File: src/rtl/change_dispenser.sv
// Change dispenser: breaks a refund into 10/5/1 coins greedily, hands them to the
// coin hopper one at a time, and tracks per-denomination inventory.
module change_dispenser #(
    parameter int INV_W   = 8,
    parameter int INIT_10 = 8,
    parameter int INIT_5  = 8,
    parameter int INIT_1  = 16
) (
    input  logic             clk,
    input  logic             reset,
    input  logic             refund_valid,
    input  logic [5:0]       refund,
    output logic             refund_ready,
    output logic             coin_valid,
    output logic [5:0]       coin_value,
    input  logic             coin_ready,
    input  logic             restock,
    input  logic [INV_W-1:0] restock_10,
    input  logic [INV_W-1:0] restock_5,
    input  logic [INV_W-1:0] restock_1,
    output logic [INV_W-1:0] inv_10,
    output logic [INV_W-1:0] inv_5,
    output logic [INV_W-1:0] inv_1,
    output logic             done,
    output logic [5:0]       short_amount,
    output logic             short_err
);

    typedef enum logic [1:0] {
        S_IDLE,
        S_SELECT,
        S_DISPENSE,
        S_DONE
    } state_t;

    state_t           state_q, state_d;
    logic [5:0]       remaining_q, remaining_d;
    logic [5:0]       coin_q, coin_d;
    logic [5:0]       short_q, short_d;
    logic             short_err_q, short_err_d;
    logic [INV_W-1:0] inv_10_q, inv_10_d;
    logic [INV_W-1:0] inv_5_q, inv_5_d;
    logic [INV_W-1:0] inv_1_q, inv_1_d;

    always_ff @(posedge clk or posedge reset) begin
        if (reset) begin
            state_q     <= S_IDLE;
            remaining_q <= '0;
            coin_q      <= '0;
            short_q     <= '0;
            short_err_q <= 1'b0;
            inv_10_q    <= INV_W'(INIT_10);
            inv_5_q     <= INV_W'(INIT_5);
            inv_1_q     <= INV_W'(INIT_1);
        end else begin
            state_q     <= state_d;
            remaining_q <= remaining_d;
            coin_q      <= coin_d;
            short_q     <= short_d;
            short_err_q <= short_err_d;
            inv_10_q    <= inv_10_d;
            inv_5_q     <= inv_5_d;
            inv_1_q     <= inv_1_d;
        end
    end

    always_comb begin
        state_d     = state_q;
        remaining_d = remaining_q;
        coin_d      = coin_q;
        short_d     = short_q;
        short_err_d = short_err_q;
        inv_10_d    = inv_10_q;
        inv_5_d     = inv_5_q;
        inv_1_d     = inv_1_q;

        case (state_q)
            S_IDLE: begin
                // An accept takes priority over a simultaneous restock.
                if (refund_valid) begin
                    remaining_d = refund;
                    short_d     = '0;
                    short_err_d = 1'b0;
                    state_d     = S_SELECT;
                end else if (restock) begin
                    inv_10_d = restock_10;
                    inv_5_d  = restock_5;
                    inv_1_d  = restock_1;
                end
            end
            S_SELECT: begin
                if (remaining_q >= 6'd10 && inv_10_q != '0) begin
                    coin_d  = 6'd10;
                    state_d = S_DISPENSE;
                end else if (remaining_q >= 6'd5 && inv_5_q != '0) begin
                    coin_d  = 6'd5;
                    state_d = S_DISPENSE;
                end else if (remaining_q >= 6'd1 && inv_1_q != '0) begin
                    coin_d  = 6'd1;
                    state_d = S_DISPENSE;
                end else begin
                    // Registered here so the result is visible during the DONE cycle.
                    short_d     = remaining_q;
                    short_err_d = (remaining_q != '0);
                    state_d     = S_DONE;
                end
            end
            S_DISPENSE: begin
                if (coin_ready) begin
                    remaining_d = remaining_q - coin_q;
                    case (coin_q)
                        6'd10:   inv_10_d = inv_10_q - 1'b1;
                        6'd5:    inv_5_d  = inv_5_q - 1'b1;
                        default: inv_1_d  = inv_1_q - 1'b1;
                    endcase
                    state_d = S_SELECT;
                end
            end
            S_DONE: begin
                state_d = S_IDLE;
            end
            default: begin
                state_d = S_IDLE;
            end
        endcase
    end

    assign refund_ready = (state_q == S_IDLE);
    assign coin_valid   = (state_q == S_DISPENSE);
    assign coin_value   = (state_q == S_DISPENSE) ? coin_q : '0;
    assign done         = (state_q == S_DONE);
    assign short_amount = short_q;
    assign short_err    = short_err_q;
    assign inv_10       = inv_10_q;
    assign inv_5        = inv_5_q;
    assign inv_1        = inv_1_q;

endmodule

File: config.mk
export PLATFORM = sky130hd
export DESIGN_NAME = change_dispenser
export DESIGN_NICKNAME = d
export VERILOG_FILES = /design/src/rtl/change_dispenser.sv
export SDC_FILE = /design/constraint.sdc
export NUM_CORES = 1
export LEC_CHECK = 0
export ABC_CLOCK_PERIOD_IN_PS = 3520
export BUFFER_PORTS_ARGS = -buffer_cell sky130_fd_sc_hd__buf_2
export CAP_MARGIN = 15
export CORE_MARGIN = 2
export CORE_UTILIZATION = 35
export CTS_CLUSTER_DIAMETER = 50
export DETAILED_ROUTE_END_ITERATION = 7
export GPL_TIMING_DRIVEN = 0
export PLACE_DENSITY = 0.59
export SETUP_SLACK_MARGIN = 0.5
export SYNTH_ARGS = -nofsm -noshare
export SYNTH_HDL_FRONTEND = slang
export SYNTH_SLANG_ARGS = --single-unit
export TNS_END_PERCENT = 1
File: constraint.sdc
create_clock -name clk -period 3.52 [get_ports clk]
set_input_delay 0.176 -clock clk [delete_from_list [all_inputs] [get_ports clk]]
set_output_delay 0.176 -clock clk [all_outputs]
set_load 0.02 [all_outputs]
==> flow_summary.ini <==
[routing]
routed_wirelength_mm = 7.30
routed_via_density = 5.11
num_vias = 2549
wl_per_cell_um = 14.6
postRouteAntennaNets = 0
dr.pass1.iters = 4
drt_iter0_drc = 170
drc = 0

[clock_tree]
root_buffer = clkbuf_8
clock_sinks = 42
clk_pin_slew_ns = 0.08
cts_buffer_depth = 2
numCtsBuffers = 5
h-tree-depth = 2
cts_tree = done
post-cts-setup-buffers = 0
clk_latency_ns = 0.31
post_cts_resized = 0
hold_buffers = 1

[timing]
hold_viol_final = 0
rsz0062_at_grt = no
fin_crit_ns = 2.75
worstMarginPinSlew_ns = 0.666
period_share_pct = 78.2
setup_violations = 0
drv_slew = 0
skew_ns = 0.0105
fin_tns_setup_ns = 0
fmax_mhz = 363
relSlewSlack_pct = 55.6

[layout]
final_nets = 445
final_cell_mix = 74 x buf_2, 42 x nor2_1, 39 x dfrtp_1
drive_gt1_share_pct = 24.3
final_common_cell = buf_2
diodes = 0
area.growth.synth_to_final_pct = 23.4
fin_cells = 499

[power]
leakagePower_uw = 0.00149
peakVddDrop_mv = 0.412
p_per_area_nw_per_um2 = 895

[synth]
ys.flop_type = dfrtp_1
synth_cell_types = 53
ys_seq_elements = 42
synth_area_um2 = 2610
synthArstFlopShare_pct = 100
seq_area_frac_synth_pct = 40.4
synth_edf_count = 0
yosysWarnings = 0
syn_avg_cell_area_um2 = 8.23
syn-instance-count = 317

[global_routing]
grt_pass1_vias = 2499
use_met1_pct = 27.0
use_met2_pct = 28.7
use_met3_pct = 3.59
grt_max_degree = 26
antenna_found_initial = 0
grt_pass1_wl_mm = 12.3
grt_util_all_layers_pct = 18.7
grt-ovfl-total = 0
top_usage_layer = met2

[worst_setup_path]
critPathMaxFanout = 10
path_class = reg -> out
worstPathRequired_ns = 3.34
cp-start-kind = flip-flop
cp.arrival_ns = 2.58
end_kind = output port

[floorplan]
rows = 31
core_region_area_um2 = 7250
die_area_um2 = 8160
io_pins = 75
die_h_um = 90.3
fp.dieW_um = 90.3
start_util_pct = 36.0

[worst_hold_path]
worstHoldPathType = in -> reg

[placement]
hpwl_mm = 5.47
gp_congestion = 0.870
portBuffers = 72
numPlacedInstances = 490

[outcome]
status = completed

[run]
maxCapViolations = 0
[report_power, final]
part	internal, µW	total [µW]	switching, µW
clock network	159	337	178
logic	585	1620	1030
registers	690	928	237
[through the flow]
step	area (µm²)	power [µW]	utilization [%]	hold slack, ns	setup slack (ns)
4_1_cts	3220	2890	44.4	0.0949	0.751
5_1_grt	3220	3170	44.4	0.100	0.565
3_3_place_gp	3100	2510	42.7	0.414	1.01
3_5_place_dp	3120	2550	43.0	0.206	1.01
6_report	3220	2880	44.4	0.109	0.767
2_1_floorplan	2610	2040	-	0.288	1.23
[metal layers]
metal  routed length [µm]  up-vias
met4                   89        0
met1                 3580     1189
met2                 3210       79
met3                  421        8
li1                     -     1273
met5                    0        -
[final cells by class]
type / count / area, µm²
Fill cell: 771 / 4040
Multi-Input combinational cell: 245 / 1420
Sequential cell: 42 / 1050
Timing Repair Buffer: 74 / 390
Tap cell: 99 / 124
Clock buffer: 7 / 86.3
Buffer: 16 / 82.6
Inverter: 15 / 56.3
Clock inverter: 1 / 5.00
[sequential cells by signal, summed over array words and instances, names as in the netlist]
signal,flops
inv_5,8
short_amount,6
state_q,2
inv_10,8
short_err,1
inv_1,8
coin_q,3
remaining_q,6
[Yosys cell counts, types with 2 or more instances]
| library cell | number | area share (%) |
|---|---|---|
| o22ai_1 | 5 | 1.2 |
| or3b_2 | 2 | 0.67 |
| inv_1 | 15 | 2.2 |
| mux2i_1 | 7 | 2.7 |
| nor2_1 | 42 | 6.0 |
| dfstp_2 | 3 | 3.0 |
| and2_1 | 2 | 0.48 |
| ha_1 | 10 | 4.8 |
| buf_2 | 2 | 0.38 |
| o211ai_1 | 3 | 0.86 |
| clkbuf_1 | 9 | 1.3 |
| nor2b_1 | 3 | 0.72 |
| nor3_1 | 8 | 1.5 |
| o21ai_0 | 35 | 6.7 |
| nand3_1 | 7 | 1.3 |
| nand2b_1 | 6 | 1.4 |
| nand2_1 | 35 | 5.0 |
| nor3b_1 | 2 | 0.58 |
| a22o_1 | 2 | 0.67 |
| a21oi_1 | 37 | 7.1 |
| nor4_1 | 4 | 0.96 |
| buf_4 | 3 | 0.86 |
| dfrtp_1 | 39 | 37 |
| a21o_1 | 3 | 0.86 |
| a22oi_1 | 4 | 1.2 |
| a32oi_1 | 2 | 0.67 |
[kinds of logic (layout without fill, tap and decap cells)]
| family | Yosys count | after routing | share of synthesized area [%] |
|---|---|---|---|
| other | 1 | 2 | 0.144 |
| muxes | 7 | 7 | 2.69 |
| xor gates and xnor gates | 1 | 1 | 0.336 |
| adders and majority gates | 11 | 11 | 5.56 |
| and+or+nand+nor | 121 | 121 | 22.1 |
| buffers and inverters | 31 | 113 | 5.32 |
| AOI/OAI and AO/OA | 103 | 103 | 23.5 |
| DFF | 42 | 42 | 40.4 |
[worst max-delay path, cell delays in order, from the launching register on]
cell and delay, ns:
dfrtp_1 0.45, nand2b_1 0.18, clkbuf_1 0.18, inv_1 0.12, clkbuf_1 0.45, clkbuf_1 0.52, and2_1 0.21, buf_2 0.16
[path summary, 6_finish.rpt]
path                                    to  slack (ns)             from  cells past startpoint
max                          coin_value[0]        0.77       state_q[0]                      7
min                             state_q[1]        0.11       coin_ready                      2
max reg2reg                       inv_1[7]        0.96       state_q[1]                      7
min reg2reg                short_amount[0]        0.52  short_amount[0]                      2
max in group asynchronous   remaining_q[5]        2.63            reset                      4
min in group asynchronous         inv_5[2]        0.42            reset                      3
Power figures use the tool's default switching activity.
